[src/rtl/spi_slave_param.sv]
// rtl/spi_slave_param.sv - parameterised SPI slave with TX holding register, RX word output and error pulses
module spi_slave_param #(
   parameter int          DATA_W     = 8,
   parameter int          CPOL       = 0,
   parameter int          CPHA       = 0,
   parameter int          MSB_FIRST  = 1,
   parameter logic [31:0] DEFAULT_TX = 32'h10
) (
   input  logic              clk,
   input  logic              reset,
   input  logic              sclk_in,
   input  logic              mosi_in,
   input  logic              ss_n_in,
   input  logic [DATA_W-1:0] tx_data_in,
   input  logic              tx_load_in,
   output logic              tx_ready_out,
   output logic [DATA_W-1:0] rx_data_out,
   output logic              rx_valid_out,
   output logic              tx_underrun_out,
   output logic              frame_error_out,
   output logic              miso_out
);

   localparam int              CW        = $clog2(DATA_W);
   localparam logic [CW-1:0]   LAST_BIT  = CW'(DATA_W - 1);
   localparam logic [DATA_W-1:0] DEF_WORD = DEFAULT_TX[DATA_W-1:0];
   localparam logic            SCLK_IDLE = (CPOL != 0);

   typedef enum logic {ST_IDLE, ST_FRAME} state_t;
   state_t state, state_next;

   logic [1:0]        sclk_sync, mosi_sync, ss_sync;
   logic              sclk_q, ss_q;
   logic              sclk_s, mosi_s, ss_s;
   logic              sclk_rise, sclk_fall, lead_edge, trail_edge;
   logic              ss_fall, ss_rise;
   logic              frame_start, frame_end, sample_evt, shift_evt;
   logic              word_done, boundary_load, tx_shift_evt, commit;
   logic              load_ok, consume, underrun_evt;
   logic [CW-1:0]     bit_cnt;
   logic [DATA_W-1:0] rx_shift, rx_next, tx_shift, hold_reg;
   logic              hold_full, pend, pend_def;

   assign sclk_s = sclk_sync[1];
   assign mosi_s = mosi_sync[1];
   assign ss_s   = ss_sync[1];

   always_ff @(posedge clk) begin
      if (reset) state <= ST_IDLE;
      else       state <= state_next;
   end

   always_comb begin
      state_next  = state;
      frame_start = 1'b0;
      frame_end   = 1'b0;
      sample_evt  = 1'b0;
      shift_evt   = 1'b0;
      sclk_rise   = sclk_s & ~sclk_q;
      sclk_fall   = ~sclk_s & sclk_q;
      lead_edge   = (CPOL != 0) ? sclk_fall : sclk_rise;
      trail_edge  = (CPOL != 0) ? sclk_rise : sclk_fall;
      ss_fall     = ss_q & ~ss_s;
      ss_rise     = ~ss_q & ss_s;
      case (state)
         ST_IDLE: begin
            if (ss_fall) begin
               frame_start = 1'b1;
               state_next  = ST_FRAME;
            end
         end
         ST_FRAME: begin
            if (ss_rise) begin
               frame_end  = 1'b1;
               state_next = ST_IDLE;
            end else begin
               sample_evt = (CPHA != 0) ? trail_edge : lead_edge;
               shift_evt  = (CPHA != 0) ? lead_edge  : trail_edge;
            end
         end
         default: state_next = ST_IDLE;
      endcase
   end

   // Word-boundary loads are tentative: holding consumption and the underrun pulse
   // are committed at the first sample edge of the new word, so the trailing load
   // at the end of a frame (a word never clocked out) has no side effects.
   always_comb begin
      word_done     = sample_evt && (bit_cnt == LAST_BIT);
      boundary_load = (CPHA != 0) ? word_done : (shift_evt && (bit_cnt == '0));
      tx_shift_evt  = shift_evt && !boundary_load && ((CPHA == 0) || (bit_cnt != '0));
      commit        = sample_evt && pend;
      load_ok       = tx_load_in && !hold_full;
      consume       = (frame_start && hold_full) || (commit && !pend_def);
      underrun_evt  = (frame_start && !hold_full) || (commit && pend_def);
      rx_next       = (MSB_FIRST != 0) ? {rx_shift[DATA_W-2:0], mosi_s}
                                       : {mosi_s, rx_shift[DATA_W-1:1]};
   end

   always_ff @(posedge clk) begin
      if (reset) begin
         sclk_sync       <= {2{SCLK_IDLE}};
         sclk_q          <= SCLK_IDLE;
         mosi_sync       <= 2'b00;
         ss_sync         <= 2'b11;
         ss_q            <= 1'b1;
         bit_cnt         <= '0;
         rx_shift        <= '0;
         tx_shift        <= '0;
         hold_reg        <= '0;
         hold_full       <= 1'b0;
         pend            <= 1'b0;
         pend_def        <= 1'b0;
         rx_data_out     <= '0;
         rx_valid_out    <= 1'b0;
         tx_underrun_out <= 1'b0;
         frame_error_out <= 1'b0;
      end else begin
         sclk_sync       <= {sclk_sync[0], sclk_in};
         sclk_q          <= sclk_s;
         mosi_sync       <= {mosi_sync[0], mosi_in};
         ss_sync         <= {ss_sync[0], ss_n_in};
         ss_q            <= ss_s;
         rx_valid_out    <= 1'b0;
         tx_underrun_out <= underrun_evt;
         frame_error_out <= frame_end && (bit_cnt != '0);

         if (frame_start || frame_end) bit_cnt <= '0;
         else if (word_done)           bit_cnt <= '0;
         else if (sample_evt)          bit_cnt <= bit_cnt + 1'b1;

         if (frame_start)     rx_shift <= '0;
         else if (sample_evt) rx_shift <= rx_next;

         if (word_done) begin
            rx_data_out  <= rx_next;
            rx_valid_out <= 1'b1;
         end

         if (frame_start || boundary_load)
            tx_shift <= hold_full ? hold_reg : DEF_WORD;
         else if (tx_shift_evt)
            tx_shift <= (MSB_FIRST != 0) ? (tx_shift << 1) : (tx_shift >> 1);

         if (frame_start || frame_end) begin
            pend <= 1'b0;
         end else if (boundary_load) begin
            pend     <= 1'b1;
            pend_def <= !hold_full;
         end else if (commit) begin
            pend <= 1'b0;
         end

         if (load_ok) begin
            hold_reg  <= tx_data_in;
            hold_full <= 1'b1;
         end else if (consume) begin
            hold_full <= 1'b0;
         end
      end
   end

   assign tx_ready_out = !hold_full;
   assign miso_out     = (state == ST_FRAME) &&
                         ((MSB_FIRST != 0) ? tx_shift[DATA_W-1] : tx_shift[0]);

endmodule

[config.mk]
export PLATFORM = sky130hd
export DESIGN_NAME = spi_slave_param
export DESIGN_NICKNAME = d
export VERILOG_FILES = /design/src/rtl/spi_slave_param.sv
export SDC_FILE = /design/constraint.sdc
export NUM_CORES = 1
export LEC_CHECK = 0
export CAP_MARGIN = 0
export CORE_MARGIN = 8
export CORE_UTILIZATION = 57
export DETAILED_ROUTE_END_ITERATION = 16
export GPL_TIMING_DRIVEN = 0
export MAX_ROUTING_LAYER = met4
export PLACE_DENSITY = 0.85
export SLEW_MARGIN = 20
export SYNTH_ARGS = -nofsm -noshare
export SYNTH_HDL_FRONTEND = slang
export SYNTH_SLANG_ARGS = --single-unit
[constraint.sdc]
create_clock -name clk -period 2.6 [get_ports clk]
set_clock_uncertainty 0.1 [all_clocks]
set_input_delay 0.52 -clock clk [delete_from_list [all_inputs] [get_ports clk]]
set_output_delay 0.52 -clock clk [all_outputs]
set_load 0.02 [all_outputs]
# [After elaboration in Yosys (flattened, before gate mapping)]
# Cells that the tools add are included.
[op_classes] muxes=18 reduce_logical=27 addsub=1 eq_ne=1 bitwise_logic=10
[ops] cell="2-to-1 mux 8 bit" n=3
[ops] cell="2-to-1 mux 1 bit" n=14
[ops] cell="logical AND 1 bit" n=11
[ops] cell="inverter 1 bit" n=6
[ops] cell="nonzero test 2 bit" n=3
[ops] cell="AND 1 bit" n=4
[ops] cell="logical OR 1 bit" n=4
[ops] cell="OR reduction 2 bit" n=2
[ops] cell="adder 3 x 1 -> 3 bit (second input constant)" n=1
[ops] cell="== test 3 bit (second input constant)" n=1
[ops] cell="logical NOT 1 bit" n=3
[ops] cell="logical NOT 3 bit" n=1
[ops] cell="nonzero test 3 bit" n=1
[ops] cell="OR reduction 3 bit" n=1
[ops] cell="one-hot mux 1 bit (2 select lines)" n=1
[ops] cell="AND reduction 2 bit" n=1
[word_totals] in_bits=14 out_inout_bits=13 wordCells=74 reg_bits=49

# [Depth between registers and ports, before layout]
[depth] ltp_word=9 ltp_mapped=6 mapped_depth_nobuf=6

# [Least setup slack after synthesis]
# No wires, ideal clock.
[synth_timing] path_type="flip-flop to flip-flop" startpoint="register state" endpoint="register tx_shift[1]" period_less_slack_ns=1.711 stages_incl_launch_ff=7 path_buffers=2 t_arrival_ns=1.540 path_slack_ns=0.889 required_ns=2.429 setup_ns=0.071 cell_sequence="dfxtp_1 > or3b_1 > buf_2 > and3_4 > buf_6 > nor4_4 > o2bb2ai_1"
[synth_between] elab_chain_cells=5 word_cells_on_any_way=8 cone_classes="mux (3); reduce/logical (5)"
[synth_rtl] item="start, declared" line="30" source="state_t state, state_next;"
[synth_rtl] item="start signal, assigned" line="50" source="else state <= state_next;"
[synth_rtl] item="2-to-1 mux 1 bit" line="65" source="case (state)"
[synth_rtl] item="logical AND 1 bit" line="90" source="boundary_load = (CPHA != 0) ? word_done : (shift_evt && (bit_cnt == '0));"
[synth_rtl] item="logical NOT 1 bit" line="91" source="tx_shift_evt = shift_evt && !boundary_load && ((CPHA == 0) || (bit_cnt != '0));"
[synth_rtl] item="logical AND 1 bit" line="91"
[synth_rtl] item="nonzero test 2 bit (no line)"
[synth_rtl] item="end signal, assigned" line="141" source="tx_shift <= hold_full ? hold_reg : DEF_WORD;"
[synth_rtl] item="end signal, assigned" line="143" source="tx_shift <= (MSB_FIRST != 0) ? (tx_shift << 1) : (tx_shift >> 1);"
[synth_rtl] item="end, declared" line="41" source="logic [DATA_W-1:0] rx_shift, rx_next, tx_shift, hold_reg;"
# Parallel ways exist; a longest one is shown, timed or not.
# A chain may end at the register's enable or synchronous reset.

# [Final worst setup path]
[layout_timing] startpoint="register state" endpoint="output miso_out"
[layout_between] elab_chain_cells=1
[layout_rtl] item="logical AND 1 bit" line="164" source="assign miso_out = (state == ST_FRAME) &&"
[layout_rtl] item="end, declared" line="21" source="output logic miso_out"
# Every way passes these cells.

==> results.sh <==
export IMPL_grt_max_degree=16
export IMPL_ctsHoldBuffers=0
export IMPL_synth_largest_area_cell="dfxtp_1"
export IMPL_dp_hpwl_um=2730
export IMPL_drc_errors=0
export IMPL_critPathRequiredTime_ps=1980
export IMPL_areaGrowthSynthToFinish_pct=21.6
export IMPL_use_met3=0.0355
export IMPL_io_pins=27
export IMPL_post_cts_resize_count=0
export IMPL_rsz0062_at_grt="false"
export IMPL_reg2reg_depth=6
export IMPL_core_um2=3260
export IMPL_power_leakage_uw=0.000792
export IMPL_cts_buffers=5
export IMPL_port_buffers=26
export IMPL_synth_nets=228
export IMPL_globalRouteTotalUtil=0.156
export IMPL_peakVddDrop_uv=423
export IMPL_status="finished, final reports clean"
export IMPL_postSynthAreaPerCell_um2=8.91
export IMPL_worst_path_max_fanout=9
export IMPL_grt_pass1_wl_um=6350
export IMPL_initial_utilization=0.577
export IMPL_synth_area_leaders="dfxtp_1 52%, nand2_1 9.2%, a21oi_1 8.0%, nand3_1 3.2%, o2bb2ai_1 2.8%"
export IMPL_synth_warnings=0
export IMPL_relSlewSlack=0.549
export IMPL_ys_seq_area_frac=0.522
export IMPL_grt_busiest_layer="met2"
export IMPL_slowest_stage="clkdlybuf4s50_1"
export IMPL_die_height_um=73.4
export IMPL_fp_dieArea_um2=5390
export IMPL_yosys_cell_types_count=34
export IMPL_nets=261
export IMPL_finalSetupViolations=0
export IMPL_avgViaCountPerCell=5.34
export IMPL_n_fill_cell=297
export IMPL_cts_sinks=49
export IMPL_vias=1555
export IMPL_max_cap_violations=0
export IMPL_slowest_delay_ps=590
export IMPL_postRouteAntennaNets=0
export IMPL_powerDensity_nw_per_um2=581
export IMPL_grt_use_met2=0.254
export IMPL_arrival_ps=1630
export IMPL_holdPathStages=1
export IMPL_fin_tns_setup_ps=0
export IMPL_diodes=0
export IMPL_clock_path_buffers=2
export IMPL_routedWlPerCell_um=12.9
export IMPL_critPathLaunchType="flop"
export IMPL_overflow=0
export IMPL_cts_max_level=2
export IMPL_gp_congestion=0.803
export IMPL_worstMarginPinSlew_ps=672
export IMPL_fin_ws_ps=345
export IMPL_dr_pass1_iters=4
export IMPL_cts_root_buffer="clkbuf_4"
export IMPL_end_kind="output port"
export IMPL_finalHoldViolations=0
export IMPL_grt_pass1_vias=1449
export IMPL_hp_class="flop to flop"
export IMPL_post_place_ws_ps=377
export IMPL_syn_instance_count=211
export IMPL_period_share=0.867
export IMPL_post_cts_repair_setup_buffers=0
export IMPL_grt_use_met1=0.176
export IMPL_fin_util=0.702
export IMPL_drv_slew=0
export IMPL_drt_iter0_drc=152
export IMPL_fmax_mhz=444
export IMPL_ys_ff_latch=49
export IMPL_period_needed_ps=2250
export IMPL_clk_latency_ps=370
export IMPL_crit_chain="and2_1 > clkdlybuf4s50_1"
export IMPL_clk_pin_slew_ps=140
export IMPL_drive_gt1_frac=0.0694
export IMPL_drt_wl_total_um=3750
export IMPL_chipWidth_um=73.4
export IMPL_cts_tree="yes"
export IMPL_worst_setup_path_type="flop to output port"
export IMPL_antenna_found_initial=0
export IMPL_syn_area_um2=1880
export IMPL_num_rows=21
export IMPL_synth_top_area_share=0.522
==> per-stage QoR <==
| step | total power, uW | std cells | instance area, um^2 | hold slack, ps |
|---|---|---|---|---|
| 6_report | 1330 | 291 | 2290 | 326 |
| 5_1_grt | 1380 | 291 | 2290 | 351 |
| 4_1_cts | 1340 | 291 | 2290 | 330 |
| 3_5_place_dp | 882 | 283 | 2200 | 299 |
| 3_3_place_gp | 880 | 283 | 2200 | 292 |
| 2_1_floorplan | 842 | 211 | 1880 | 289 |
==> report_power, final <==
group          switching, uW  total, uW  internal [uW]
sequential              12.1        779            767
clock                    235        463            229
combinational           45.2       86.4           41.2
==> critical path: cells and delay by family (launching register included) <==
kind | cells | cell delay, ps
buffers and inverters | 1 | 590
DFF | 1 | 500
and+or+nand+nor | 1 | 170
==> worst paths after layout <==
check / startpoint / to / slack [ps]
setup / recovery: state$_SDFF_PP0_ / miso_out / 350
setup reg to reg: state$_SDFF_PP0_ / tx_shift[5]$_SDFFE_PP0P_ / 700
hold reg to reg: ss_sync[0]$_SDFF_PP1_ / ss_sync[1]$_SDFF_PP1_ / 330
hold / removal: ss_sync[0]$_SDFF_PP1_ / ss_sync[1]$_SDFF_PP1_ / 330
==> cells in the final DEF, fill, tap and decap left out, drive strengths merged, types with 3 or more instances in the layout <==
cell type | netlist | layout
or2 | 3 | 3
clkdlybuf4s50 | 0 | 26
inv | 5 | 5
nand3b | 4 | 4
a21oi | 30 | 30
nor2 | 3 | 3
nand3 | 12 | 12
o2bb2ai | 6 | 6
nand2 | 46 | 46
dfxtp | 49 | 49
buf | 6 | 6
clkbuf | 5 | 11
nor2b | 8 | 8
nand2b | 6 | 6
ha | 3 | 3
a22oi | 6 | 6
==> layout make-up <==
type                       count  area (um^2)  share of cell area
timing repair buffer          26          260               0.114
inverter                       5         18.8             0.00821
tap                           46         57.6              0.0252
buffer                        11         52.6              0.0230
multi-input combinational    146          827               0.362
clock buffer                   6         51.3              0.0224
sequential                    49          981               0.429
clock inverter                 2         37.5              0.0164
==> Yosys cell counts <==
library cell / count
o41a_1: 1
o221ai_1: 1
nand3_1: 12
and2_1: 2
dfxtp_1: 49
and3b_1: 1
nand2_1: 46
ha_1: 3
nor2b_1: 8
a211oi_1: 1
nor4_4: 1
clkbuf_1: 5
o211ai_1: 1
buf_1: 2
a31oi_1: 1
a21oi_1: 30
nor3b_1: 1
o2bb2ai_1: 6
and3_4: 1
buf_2: 3
nand4bb_1: 1
xnor2_1: 1
or3b_1: 1
a22oi_1: 6
nor3_1: 2
o21ai_0: 1
nand4b_1: 1
nor4_1: 1
nor2_1: 3
nand2b_1: 6
or2_2: 3
buf_6: 1
nand3b_1: 4
inv_1: 5
==> kinds of logic after synthesis <==
group | after synthesis | share of synthesized area
AOI/OAI and AO/OA | 48 | 0.156
xor gates and xnor gates | 1 | 0.00466
adders and majority gates | 3 | 0.0200
buffers and inverters | 16 | 0.0380
DFF | 49 | 0.522
and+or+nand+nor | 94 | 0.259
==> per-layer routing <==
layer | part of all wire | up-vias
li1 | - | 795
met1 | 0.45 | 722
met2 | 0.48 | 30
met3 | 0.044 | 8
met4 | 0.021 | 0
met5 | 0 | -
Power figures use the tool's default switching activity.
